[config.mk]
export PLATFORM = sky130hd
export DESIGN_NAME = ccip_c0_read_arbiter
export DESIGN_NICKNAME = d
export VERILOG_FILES = /design/src/rtl/ccip_c0_read_arbiter.sv
export SDC_FILE = /design/constraint.sdc
export NUM_CORES = 1
export LEC_CHECK = 0
export ABC_CLOCK_PERIOD_IN_PS = 4800
export BUFFER_PORTS_ARGS = -buffer_cell sky130_fd_sc_hd__buf_2
export CAP_MARGIN = 5
export CELL_PAD_IN_SITES_DETAIL_PLACEMENT = 0
export CELL_PAD_IN_SITES_GLOBAL_PLACEMENT = 1
export CORE_AREA = 2 2 528 530
export CTS_BUF_LIST = sky130_fd_sc_hd__clkbuf_8
export DETAILED_ROUTE_END_ITERATION = 7
export DIE_AREA = 0 0 530 532
export GPL_TIMING_DRIVEN = 0
export HOLD_SLACK_MARGIN = 0.12
export PLACE_DENSITY = 0.37
export REMOVE_ABC_BUFFERS = 1
export SLEW_MARGIN = 0
export SYNTH_ARGS = -nofsm -noshare
export SYNTH_HDL_FRONTEND = slang
export SYNTH_SLANG_ARGS = --single-unit
[constraint.sdc]
create_clock -name pClk -period 4.8 [get_ports pClk]
set_input_delay 0.24 -clock pClk [delete_from_list [all_inputs] [get_ports pClk]]
set_output_delay 0.24 -clock pClk [all_outputs]
set_load 0.005 [all_outputs]
[src/rtl/ccip_c0_read_arbiter.sv]
// Round-robin sharing of the CCI-P c0 read-request channel among NUM_REQ requesters.
// Requester ID travels in c0Tx_mdata[15:12] and steers the c0 read response back to its owner.
module ccip_c0_read_arbiter #(
    parameter int NUM_REQ         = 4,
    parameter int MAX_OUTSTANDING = 64
) (
    input  logic                  pClk,
    input  logic                  pck_cp2af_softReset_n,
    input  logic [NUM_REQ-1:0]    req_valid,
    input  logic [NUM_REQ*42-1:0] req_addr,
    input  logic [NUM_REQ*12-1:0] req_mdata,
    output logic [NUM_REQ-1:0]    req_ready,
    input  logic                  c0TxAlmFull,
    output logic                  c0Tx_valid,
    output logic [41:0]           c0Tx_addr,
    output logic [15:0]           c0Tx_mdata,
    input  logic                  c0Rx_rspValid,
    input  logic [15:0]           c0Rx_mdata,
    input  logic [511:0]          c0Rx_data,
    output logic [NUM_REQ-1:0]    rsp_valid,
    output logic [11:0]           rsp_mdata,
    output logic [511:0]          rsp_data,
    output logic                  err_bad_id,
    output logic                  busy
);

    localparam int                PTR_W      = $clog2(NUM_REQ);
    localparam int                CW         = PTR_W + 1;
    localparam logic [CW-1:0]     NUM_REQ_P  = CW'(NUM_REQ);
    localparam logic [PTR_W-1:0]  LAST_P     = PTR_W'(NUM_REQ - 1);
    localparam logic [4:0]        NUM_REQ_ID = 5'(NUM_REQ);
    localparam logic [7:0]        MAX_CNT    = 8'(MAX_OUTSTANDING);

    logic [PTR_W-1:0]   rr_ptr_q, rr_ptr_d;
    logic [7:0]         cnt_q [NUM_REQ];
    logic [7:0]         cnt_d [NUM_REQ];
    logic               c0Tx_valid_q, c0Tx_valid_d;
    logic [41:0]        c0Tx_addr_q, c0Tx_addr_d;
    logic [15:0]        c0Tx_mdata_q, c0Tx_mdata_d;
    logic [NUM_REQ-1:0] rsp_valid_q, rsp_valid_d;
    logic [11:0]        rsp_mdata_q, rsp_mdata_d;
    logic [511:0]       rsp_data_q, rsp_data_d;
    logic               err_q, err_d;

    logic [NUM_REQ-1:0] eligible;
    logic               win_any;
    logic [PTR_W-1:0]   win_idx;
    logic               grant_vld;
    logic [3:0]         rsp_id;
    logic [PTR_W-1:0]   rsp_idx;
    logic               rsp_hit;

    always_comb begin
        for (int i = 0; i < NUM_REQ; i++) begin
            eligible[i] = req_valid[i] && (cnt_q[i] < MAX_CNT);
        end
    end

    // Scan from rr_ptr upward, wrapping at NUM_REQ (which need not be a power of two).
    always_comb begin
        logic [CW-1:0] cand;
        cand    = '0;
        win_any = 1'b0;
        win_idx = '0;
        for (int k = 0; k < NUM_REQ; k++) begin
            cand = {1'b0, rr_ptr_q} + CW'(k);
            if (cand >= NUM_REQ_P) begin
                cand = cand - NUM_REQ_P;
            end
            if (!win_any && eligible[cand[PTR_W-1:0]]) begin
                win_any = 1'b1;
                win_idx = cand[PTR_W-1:0];
            end
        end
        grant_vld = win_any && !c0TxAlmFull && pck_cp2af_softReset_n;
    end

    always_comb begin
        req_ready = '0;
        if (grant_vld) begin
            req_ready[win_idx] = 1'b1;
        end
    end

    always_comb begin
        rr_ptr_d     = rr_ptr_q;
        c0Tx_valid_d = grant_vld;
        c0Tx_addr_d  = c0Tx_addr_q;
        c0Tx_mdata_d = c0Tx_mdata_q;
        if (grant_vld) begin
            rr_ptr_d = (win_idx == LAST_P) ? '0 : win_idx + PTR_W'(1);
        end
        for (int i = 0; i < NUM_REQ; i++) begin
            if (grant_vld && (win_idx == PTR_W'(i))) begin
                c0Tx_addr_d  = req_addr[42*i +: 42];
                c0Tx_mdata_d = {4'(i), req_mdata[12*i +: 12]};
            end
        end
    end

    assign rsp_id  = c0Rx_mdata[15:12];
    assign rsp_idx = rsp_id[PTR_W-1:0];
    assign rsp_hit = c0Rx_rspValid && ({1'b0, rsp_id} < NUM_REQ_ID);

    // A response to an idle counter is still forwarded but flagged and never underflows.
    always_comb begin
        logic inc;
        logic dec;
        inc         = 1'b0;
        dec         = 1'b0;
        rsp_valid_d = '0;
        rsp_mdata_d = rsp_mdata_q;
        rsp_data_d  = rsp_data_q;
        err_d       = err_q;
        if (c0Rx_rspValid && !rsp_hit) begin
            err_d = 1'b1;
        end
        if (rsp_hit) begin
            rsp_valid_d[rsp_idx] = 1'b1;
            rsp_mdata_d          = c0Rx_mdata[11:0];
            rsp_data_d           = c0Rx_data;
        end
        for (int i = 0; i < NUM_REQ; i++) begin
            inc      = grant_vld && (win_idx == PTR_W'(i));
            dec      = rsp_hit && (rsp_idx == PTR_W'(i));
            cnt_d[i] = cnt_q[i];
            if (dec && (cnt_q[i] == 8'd0)) begin
                err_d = 1'b1;
                dec   = 1'b0;
            end
            if (inc && !dec) begin
                cnt_d[i] = cnt_q[i] + 8'd1;
            end else if (dec && !inc) begin
                cnt_d[i] = cnt_q[i] - 8'd1;
            end
        end
    end

    always_comb begin
        busy = 1'b0;
        for (int i = 0; i < NUM_REQ; i++) begin
            busy = busy | (cnt_q[i] != 8'd0);
        end
    end

    always_ff @(posedge pClk or negedge pck_cp2af_softReset_n) begin
        if (!pck_cp2af_softReset_n) begin
            rr_ptr_q     <= '0;
            c0Tx_valid_q <= 1'b0;
            c0Tx_addr_q  <= '0;
            c0Tx_mdata_q <= '0;
            rsp_valid_q  <= '0;
            rsp_mdata_q  <= '0;
            rsp_data_q   <= '0;
            err_q        <= 1'b0;
            for (int i = 0; i < NUM_REQ; i++) begin
                cnt_q[i] <= 8'd0;
            end
        end else begin
            rr_ptr_q     <= rr_ptr_d;
            c0Tx_valid_q <= c0Tx_valid_d;
            c0Tx_addr_q  <= c0Tx_addr_d;
            c0Tx_mdata_q <= c0Tx_mdata_d;
            rsp_valid_q  <= rsp_valid_d;
            rsp_mdata_q  <= rsp_mdata_d;
            rsp_data_q   <= rsp_data_d;
            err_q        <= err_d;
            for (int i = 0; i < NUM_REQ; i++) begin
                cnt_q[i] <= cnt_d[i];
            end
        end
    end

    assign c0Tx_valid = c0Tx_valid_q;
    assign c0Tx_addr  = c0Tx_addr_q;
    assign c0Tx_mdata = c0Tx_mdata_q;
    assign rsp_valid  = rsp_valid_q;
    assign rsp_mdata  = rsp_mdata_q;
    assign rsp_data   = rsp_data_q;
    assign err_bad_id = err_q;

endmodule

==> flow_summary.json, run 1 <==
{
  "fp.dieW_microns": 530,
  "setup_viol": 0,
  "yosys_register_bits": 620,
  "ff2ff_setup_slack_ns": 0.21,
  "worst_hold_slack_ns": 0.261,
  "cts-root-buf": "clkbuf_8",
  "critPathTopFamily": "buffers and inverters",
  "antenna_left": 0,
  "cp.required_ns": 5.56,
  "async_flop_share": 1.00,
  "drive_gt1_frac": 0.282,
  "clockPowerShare": 0.310,
  "drt_iter0_markers": 1045,
  "rsz0062_at_grt": "yes",
  "ir_worst_vdd_uv": 477,
  "cts_tree": "done",
  "num_rows": 193,
  "p_sw_w": 0.00788,
  "grt_pass1_wl_microns": 260000,
  "wl_per_cell_microns": 19.3,
  "reg2reg_depth": 17,
  "finalCriticalPeriod_ns": 4.67,
  "first_pass_iters": 5,
  "tns_ns": 0,
  "clk_latency_ns": 0.89,
  "crit_cells": 24,
  "finish.utilization": 0.200,
  "slew_headroom": 0.438,
  "intPower_w": 0.0135,
  "holdPathEnd": "rsp_data[265]",
  "cp_slowest_stage_delay_ns": 0.58,
  "final_cell_mix": "nand2_1 (1616), dlygate4sd3_1 (1358), buf_2 (1341), dfrtp_1 (620), clkbuf_8 (178)",
  "crit_chain": "dlygate4sd3_1 -> buf_8 -> buf_12 -> buf_12 -> buf_16 -> buf_16 -> buf_16 -> nor2b_1 -> o41ai_4 -> buf_6 -> buf_6 -> buf_6 -> inv_12 -> buf_16 -> nand2_4 -> inv_1 -> ha_1 -> inv_2 -> ha_1 -> a211oi_1 -> o21bai_1 -> a2111o_1 -> a2111o_1 -> o211ai_1",
  "finalMaxSlewViolations": 0,
  "seq_area_frac_synth": 0.591,
  "die_area_sq_um": 282000,
  "yosysTopAreaCell": "dfrtp_1",
  "powerDensity_nw_per_um2": 388,
  "swShare": 0.368,
  "synthCells": 3053,
  "cp_max_fo": 48,
  "viasPerCell": 3.32,
  "core-area_sq_um": 276000,
  "placed_area_sq_um": 38200,
  "synth_flop_cell": "dfrtp_1",
  "synthTopCellsByArea": "dfrtp_1 (59%), nand2_1 (23%), a21oi_1 (3.1%)",
  "numCtsBuffers": 153,
  "place_congestion": 0.891,
  "clockBufferDepth": 4,
  "wl_microns": 187000,
  "critical_path_arrival_ns": 5.43,
  "comb_power_share": 0.360,
  "num-nets-final": 6615,
  "max_cap_violations": 0,
  "cpMostUsedCell": "buf_16",
  "via_count": 32100,
  "htree_levels": 4,
  "avgSynthCellArea_sq_um": 8.60,
  "yosysTopAreaCellShare": 0.591,
  "fin_worst_skew_ns": 0.0403,
  "r2r_end": "cnt_q[15]",
  "path_buf_inv": 14,
  "grt-ovfl-total": 0,
  "grt_pass1_vias": 33900,
  "placedCellCount": 8001,
  "pwr-share-seq": 0.330,
  "grt_max_degree": 93,
  "leakage_nw": 27.4,
  "grt_usage": 0.128,
  "yosys_warnings": 0,
  "area_growth_pct": 110,
  "cts_sinks": 620,
  "layout_commonest_cell": "nand2_1",
  "clk_pin_slew_worst_paths_ns": 0.05,
  "ios": 1345,
  "hold_viol_final": 0,
  "min_path_cells": 4,
  "cpMaxStageDelayCell": "dlygate4sd3_1",
  "max_clock_freq_mhz": 214,
  "antenna_found_initial": 77,
  "drc": 0,
  "synth.distinct_cells": 48,
  "synth_edf_count": 0,
  "start_util": 0.0953,
  "timing.rr.start": "cnt_q[30]",
  "final_cell_area_sq_um": 55200,
  "layoutNonFillerInstCount": 9672,
  "fin_crit_sh": 0.973,
  "hp-class": "in -> reg",
  "path_class": "in -> reg",
  "hpwlAfterDp_microns": 143000,
  "startpoint_type": "primary input",
  "placement.io_buffers": 1342,
  "status": "completed",
  "crit_path_end_kind": "flop",
  "worst_pin_slew_ns": 0.841,
  "fillers": 31200,
  "hold_start": "c0Rx_data[265]",
  "netlist_area_sq_um": 26300,
  "die_h_microns": 532
}
-- power by group through the flow --
stage                     Combinational (W)  Sequential, W  Clock [W]
after floorplan                     0.00306        0.00707          0
after CTS                           0.00786        0.00708    0.00711
after detailed placement            0.00633        0.00714          0
after global placement              0.00681        0.00715          0
final                               0.00770        0.00706    0.00665
after global routing                0.00848        0.00721    0.00732
-- synthesized netlist by cell type, types with 4 or more instances --
| library cell | count |
|---|---|
| a21boi_1 | 8 |
| nand2_1 | 1617 |
| clkbuf_1 | 160 |
| o21ai_0 | 46 |
| nor4_1 | 10 |
| a221o_1 | 43 |
| and3_1 | 11 |
| o211ai_1 | 8 |
| a31oi_1 | 5 |
| fa_1 | 4 |
| inv_1 | 60 |
| a211oi_1 | 6 |
| a2111o_1 | 7 |
| buf_2 | 10 |
| o21ai_1 | 8 |
| mux2_2 | 6 |
| nor2_1 | 72 |
| a21o_1 | 13 |
| or3b_2 | 6 |
| ha_1 | 33 |
| dfrtp_1 | 620 |
| nor3b_1 | 6 |
| nor3_1 | 13 |
| or3_1 | 8 |
| xnor2_1 | 15 |
| xor2_1 | 5 |
| nand3_1 | 50 |
| a21oi_1 | 164 |
-- flip-flops by register name, indices dropped and copies added (netlist names) --
name,count
c0Tx_mdata,14
rsp_data,512
rr_ptr_q,2
c0Tx_valid,1
err_bad_id,1
rsp_valid,4
cnt_q,32
rsp_mdata,12
c0Tx_addr,42
-- timing repair --
item	4_1_cts	5_1_grt
hold buffers	1366	0
pin swaps	2	1
cloned	2	0
setup endpoints to repair	10	5
resized for setup	7	10
endpoints found under the hold margin	968	0
setup buffers	4	3
-- worst reg2reg max path: cells and delay by family (launching register included) --
family	cells	cell delay, ns
simple gates	2	0.36
fa+ha+maj	2	0.56
flops	1	0.45
buf+inv	7	1.30
compound gates	6	1.82
-- worst max-delay path by stage --
stage / start / to / slack (ns)
floorplan: c0Rx_mdata[15] / cnt_q[7] / -25.30
global placement: c0Rx_rspValid / rsp_data[504] / -63.74
detailed placement: pck_cp2af_softReset_n / cnt_q[15] / -1.45
CTS: cnt_q[31] / cnt_q[23] / 0.05
global route: cnt_q[31] / cnt_q[23] / -0.02
finish: pck_cp2af_softReset_n / cnt_q[15] / 0.13
-- metrics by stage --
step                setup slack (ns)  total power (W)
finish                         0.131           0.0214
global route                 -0.0173           0.0230
CTS                           0.0477           0.0221
detailed placement             -1.45           0.0135
global placement              -63.74           0.0140
floorplan                     -25.30           0.0101
-- kinds of logic (layout without fill, tap and decap cells) --
kind of cell / after synthesis / after routing / share of synthesized area
AOI/OAI and AO/OA: 318 / 318 / 0.0759
adders and majority gates: 37 / 37 / 0.0188
other: 1 / 42 / 0.000143
muxes: 9 / 9 / 0.00371
and+or+nand+nor: 1808 / 1808 / 0.268
DFF: 620 / 620 / 0.591
xor gates and xnor gates: 20 / 20 / 0.00667
buffers and inverters: 240 / 3113 / 0.0358
-- layer usage --
layer | vias up | GRT usage | share of wire
met4 | 54 | 0.0448 | 0.039
met5 | - | 0 | 0.0019
li1 | 15300 | - | -
met3 | 328 | 0.0394 | 0.073
met1 | 15300 | 0.143 | 0.40
met2 | 1106 | 0.227 | 0.49
-- cell type report --
cell class                      instances  area [sq um]  area share
Timing Repair Buffer                 2795         21900       0.396
Sequential cell                       620         15500       0.281
Multi-Input combinational cell       2194          9900       0.179
Tap cell                             3705          4640      0.0840
Clock buffer                          178          2450      0.0444
Clock inverter                         78           460     0.00834
Inverter                               62           256     0.00465
Antenna cell                           40           100     0.00181
Power figures use the tool's default switching activity.
==> run 2, diff against run 1 <==
- ABC_CLOCK_PERIOD_IN_PS: 4800 -> 6000
- CORE_AREA: 2 2 528 530 -> 2 2 521 523
- DIE_AREA: 0 0 530 532 -> 0 0 523 525
- clock period: 4.8 -> 6 ns (I/O delays scaled with it)
==> run 2 against run 1 <==
  * Worst hold slack got worse by 0.016 ns
  * Combinational power down 25%
  * Clock skew grew 0.021 ns
  * Worst setup slack improved by 0.25 ns
  * Die area fell by 2.6%
  * Power fell by 22%
  * Flip-flop and latch count unchanged
  * Core utilization fell by 0.76 points
  * Register-to-register slack better by 0.23 ns
  * Non-clock buffer count fell by 309
  * Critical path type unchanged
  * Critical endpoint is now cnt_q[31]
==> flow_summary.json, run 2 (same netlist as run 1, synthesis figures left out) <==
{
  "holdPathEnd": "rsp_data[449]",
  "post_cts_buffers": 0,
  "placement.io_buffers": 1342,
  "swShare": 0.361,
  "ff2ff_setup_slack_ns": 0.44,
  "finalCriticalPeriod_ns": 5.62,
  "clockBufferDepth": 4,
  "reg2reg_depth": 16,
  "die_h_microns": 525,
  "seqCellArea_sq_um": 15500,
  "final_cell_area_sq_um": 51900,
  "startpoint_type": "primary input",
  "grt_pass1_vias": 32600,
  "num_rows": 191,
  "cp.required_ns": 6.77,
  "antenna_left": 0,
  "min_path_cells": 4,
  "comb_power_share": 0.345,
  "max_cap_violations": 0,
  "finalMaxSlewViolations": 0,
  "path_class": "in -> reg",
  "hold_start": "c0Rx_data[449]",
  "grt_usage": 0.124,
  "clk_latency_ns": 0.86,
  "cts_sinks": 620,
  "clk_pin_slew_worst_paths_ns": 0.06,
  "cts_tree": "done",
  "viasPerCell": 3.33,
  "numCtsBuffers": 151,
  "drive_gt1_frac": 0.295,
  "cp_max_fo": 65,
  "antenna_found_initial": 75,
  "die_area_sq_um": 275000,
  "via_count": 30700,
  "fin_worst_skew_ns": 0.0608,
  "grt_max_degree": 89,
  "pwr-share-seq": 0.336,
  "wl_microns": 177000,
  "slew_headroom": 0.403,
  "fp.dieW_microns": 523,
  "crit_path_end_kind": "flop",
  "drt_iter0_markers": 1192,
  "fin_crit_sh": 0.937,
  "status": "completed",
  "final_cell_mix": "nand2_1 (1616), buf_2 (1341), dlygate4sd3_1 (1060), dfrtp_1 (620), clkbuf_8 (185)",
  "ir_worst_vdd_uv": 235,
  "worst_hold_slack_ns": 0.244,
  "num-nets-final": 6304,
  "area_growth_pct": 97.4,
  "powerDensity_nw_per_um2": 322,
  "p_sw_w": 0.00603,
  "grt-ovfl-total": 0,
  "cts-root-buf": "clkbuf_8",
  "rsz0062_at_grt": "no",
  "multiInputGateArea_sq_um": 9870,
  "htree_levels": 4,
  "ios": 1345,
  "placed_area_sq_um": 38000,
  "clockPowerShare": 0.319,
  "drc": 0,
  "total_power_w": 0.0167,
  "leakage_nw": 26.1,
  "core-area_sq_um": 269000,
  "layoutNonFillerInstCount": 9224,
  "setup_viol": 0,
  "timing.rr.start": "cnt_q[15]",
  "r2r_end": "cnt_q[6]",
  "critical_path_arrival_ns": 6.39,
  "startpoint": "pck_cp2af_softReset_n",
  "first_pass_iters": 5,
  "fillers": 30500,
  "hpwlAfterDp_microns": 137000,
  "placedCellCount": 7863,
  "max_clock_freq_mhz": 178,
  "largest_reg_flops": 512,
  "grt_pass1_wl_microns": 246000,
  "hold_viol_final": 0,
  "intPower_w": 0.0107,
  "place_congestion": 0.861,
  "wl_per_cell_microns": 19.1,
  "worst_pin_slew_ns": 0.895,
  "hp-class": "in -> reg",
  "layout_commonest_cell": "nand2_1",
  "start_util": 0.0975
}
-- run 2: final cells by class --
cell class	count	area share
timing repair buffer	2486	0.361
sequential	620	0.299
multi-input combinational	2194	0.190
tap	3570	0.0861
clock buffer	185	0.0491
clock inverter	68	0.00772
inverter	62	0.00468
antenna	39	0.00188
-- run 2: worst max-delay path: stages --
cell	delay (ns)
dlygate4sd3_1	0.56
buf_8	0.11
buf_16	0.09
buf_16	0.09
buf_16	0.09
buf_16	0.09
buf_12	0.08
buf_12	0.15
buf_16	0.14
nor2b_1	0.35
o41ai_4	0.25
buf_6	0.22
buf_6	0.16
buf_6	0.16
buf_6	0.15
buf_6	0.16
inv_8	0.29
buf_16	0.28
and2_1	0.28
ha_1	0.29
inv_1	0.21
ha_1	0.34
a211oi_1	0.25
o21bai_1	0.15
a2111o_1	0.46
a2111o_1	0.37
o211ai_1	0.08
-- run 2: through the flow --
step,utilization,setup TNS (ns),worst slack (ns)
2_1_floorplan,-,-,-24.16
3_3_place_gp,0.136,-,-62.86
3_5_place_dp,0.141,-3.35,-0.741
4_1_cts,0.192,0,0.00876
5_1_grt,0.192,0,0.0900
6_report,0.193,0,0.381
-- run 2: power by group through the flow --
stage / clock network, W / logic [W] / registers [W]
after global routing: 0.00587 / 0.00637 / 0.00573
after floorplan: 0 / 0.00245 / 0.00565
final: 0.00532 / 0.00575 / 0.00561
after global placement: 0 / 0.00535 / 0.00568
after CTS: 0.00570 / 0.00591 / 0.00562
after detailed placement: 0 / 0.00497 / 0.00567
-- run 2: worst max path at each step --
stage                         endpoint  depth (start not counted)  slack (ns)
after global placement    rsp_data[63]                          5      -62.86
final                        cnt_q[31]                         27        0.38
after floorplan               cnt_q[7]                         11      -24.16
after detailed placement     cnt_q[15]                         20       -0.74
after CTS                     cnt_q[7]                         16       0.009
after global routing         cnt_q[15]                         27        0.09
-- run 2: what timing repair did --
action,CTS,global route
setup endpoints to repair,0,6
hold buffers,1069,0
hold endpoints to repair,897,0
resized for setup,0,6
-- run 2: layer usage --
layer	vias to the layer above	share of wire	track usage	wire, microns
met5	-	0.0011	0	200
met4	36	0.033	0.0395	5750
met2	1134	0.48	0.217	85400
met1	14600	0.40	0.140	70000
met3	295	0.086	0.0450	15300
li1	14700	-	-	-
==> run 3, diff against run 2 <==
- BUFFER_PORTS_ARGS: -buffer_cell sky130_fd_sc_hd__buf_2 -> not set
- CORE_AREA: 2 2 521 523 -> 2 2 528 530
- DIE_AREA: 0 0 523 525 -> 0 0 530 532
- DONT_BUFFER_PORTS: not set -> 1
- PLACE_DENSITY: 0.37 -> 0.31
==> run 3 against run 2 <==
  * Sequential power is 12% higher
  * Global-route usage is 0.98 points lower
  * Register-to-register slack improved by 0.04 ns
  * Worst setup slack gained 0.094 ns
  * Cell count down 10%
  * Routed wire length is 4.1% lower
  * First-iteration DRC count shrank 14%
  * Critical path type is now reg -> reg
  * Largest cell class is now sequential cells
  * Largest power group is now sequential cells
  * Highest routed layer unchanged
==> flow_summary.json, run 3 (same netlist as run 1, synthesis figures left out) <==
{
  "finalMaxSlewViolations": 0,
  "wl_microns": 169000,
  "critical_path_arrival_ns": 6.32,
  "worst_pin_slew_ns": 1.47,
  "layout_commonest_cell": "nand2_1",
  "post_cts_buffers": 0,
  "ios": 1345,
  "wl_per_cell_microns": 20.4,
  "cts_tree": "done",
  "place_congestion": 0.801,
  "num_rows": 193,
  "hold_viol_final": 0,
  "crit_path_end_kind": "flop",
  "placement.io_buffers": 0,
  "cp.required_ns": 6.79,
  "largest_reg_flops": 512,
  "setup_viol": 0,
  "slew_headroom": 0.0196,
  "viasPerCell": 3.27,
  "clockBufferDepth": 4,
  "hpwlAfterDp_microns": 127000,
  "clk_latency_ns": 0.88,
  "fin_crit_sh": 0.921,
  "first_pass_iters": 5,
  "grt-ovfl-total": 0,
  "drc": 0,
  "drive_gt1_frac": 0.0667,
  "start_util": 0.0953,
  "final_cell_mix": "nand2_1 (1616), dlygate4sd3_1 (1347), dfrtp_1 (620), clkbuf_8 (175), a21oi_1 (164)",
  "finalCriticalPeriod_ns": 5.52,
  "hp-class": "in -> reg",
  "fin_worst_skew_ns": 0.0728,
  "cp_max_fo": 75,
  "fp.dieW_microns": 530,
  "die_h_microns": 532,
  "cts-root-buf": "clkbuf_8",
  "grt_max_degree": 622,
  "numCtsBuffers": 145,
  "antenna_left": 0,
  "via_count": 27100,
  "num-nets-final": 5234,
  "powerDensity_nw_per_um2": 334,
  "path_class": "reg -> reg",
  "place_ws_ns": 0.335,
  "grt_pass1_wl_microns": 230000,
  "antenna_found_initial": 68,
  "status": "completed",
  "tns_ns": 0,
  "startpoint_type": "flop",
  "htree_levels": 4,
  "fillers": 31100,
  "core-area_sq_um": 276000,
  "grt_usage": 0.115,
  "cts_sinks": 620,
  "grt_pass1_vias": 28700,
  "max_cap_violations": 0,
  "drt_iter0_markers": 1020,
  "max_clock_freq_mhz": 181,
  "die_area_sq_um": 282000,
  "clk_pin_slew_worst_paths_ns": 0.06,
  "ir_worst_vdd_uv": 310,
  "leakage_nw": 20.6,
  "worst_hold_slack_ns": 0.259,
  "finish.utilization": 0.173,
  "area_growth_pct": 82.0,
  "rsz0062_at_grt": "no",
  "final.setup.worst_slack_ns": 0.475
}
[run 3: changes by cell type in the layout (fill, tap and decap cells not counted), moves of 3 or more]
cell / delta
buf_2: -1341
dlygate4sd3_1: +287
clkbuf_8: -10
inv_1: -8
diode_2: +6
buf_16: -5
buf_8: -5
clkinv_2: +5
inv_6: +3
[run 3: layout make-up]
type | instances | area, sq um | area share
Antenna cell | 45 | 113 | 0.00235
Clock buffer | 175 | 2410 | 0.0504
Clock inverter | 67 | 380 | 0.00795
Inverter | 62 | 240 | 0.00502
Multi-Input combinational cell | 2194 | 9870 | 0.207
Sequential cell | 620 | 15500 | 0.324
Tap cell | 3705 | 4640 | 0.0969
Timing Repair Buffer | 1422 | 14700 | 0.306
[run 3: metal layers]
| layer | vias up | wire (microns) | global-route usage |
|---|---|---|---|
| met3 | 294 | 14600 | 0.0399 |
| met5 | - | 154 | 0 |
| li1 | 12500 | - | - |
| met2 | 1159 | 83200 | 0.202 |
| met1 | 13100 | 64500 | 0.126 |
| met4 | 24 | 6820 | 0.0421 |
[run 3: final timing paths]
check | startpoint | end | slack (ns) | cells after the start
worst max-delay path | cnt_q[31] | cnt_q[15] | 0.48 | 17
min in group asynchronous | pck_cp2af_softReset_n | rsp_data[483] | 0.35 | 3
worst min register to register | rsp_data[270] | rsp_data[270] | 0.50 | 2
max in group asynchronous | pck_cp2af_softReset_n | rsp_data[11] | 4.12 | 7
worst max register to register | cnt_q[31] | cnt_q[15] | 0.48 | 17
worst min-delay path | c0Rx_data[357] | rsp_data[357] | 0.26 | 3
[run 3: worst max-delay path: stages, from the launching register on]
cell and delay (ns):
dfrtp_1 0.44, nor3b_2 0.36, nand3_1 0.11, dlygate4sd3_1 0.57, o211a_1 0.21, inv_1 0.19
ha_4 0.42, buf_16 0.33, nand2_4 0.25, inv_1 0.26, ha_1 0.30, inv_1 0.21
ha_1 0.34, a211oi_1 0.26, o21bai_1 0.16, a2111o_1 0.45, a2111o_1 0.37, o211ai_1 0.09
[run 3: what timing repair did]
action                     in CTS  in global routing
hold endpoints to repair     1218                247
gates resized for setup         0                  3
setup endpoints to repair       0                  2
hold buffers                 1345                  7
[run 3: power breakdown]
part	total [W]	leakage (nW)	internal (W)	switching, W
Sequential	0.00629	7.66	0.00504	0.00125
Clock	0.00509	1.58	0.00272	0.00237
Combinational	0.00458	11.3	0.00226	0.00231
Total	0.0160	20.6	0.0100	0.00593
[run 3: per-stage QoR]
stage / total power, W / cell area, sq um / instances
CTS: 0.0163 / 47400 / 8234
detailed placement: 0.00967 / 31200 / 6647
floorplan: 0.00810 / 25600 / 2876
finish: 0.0160 / 47800 / 8290
global route: 0.0171 / 47800 / 8272
global placement: 0.0101 / 30200 / 6581
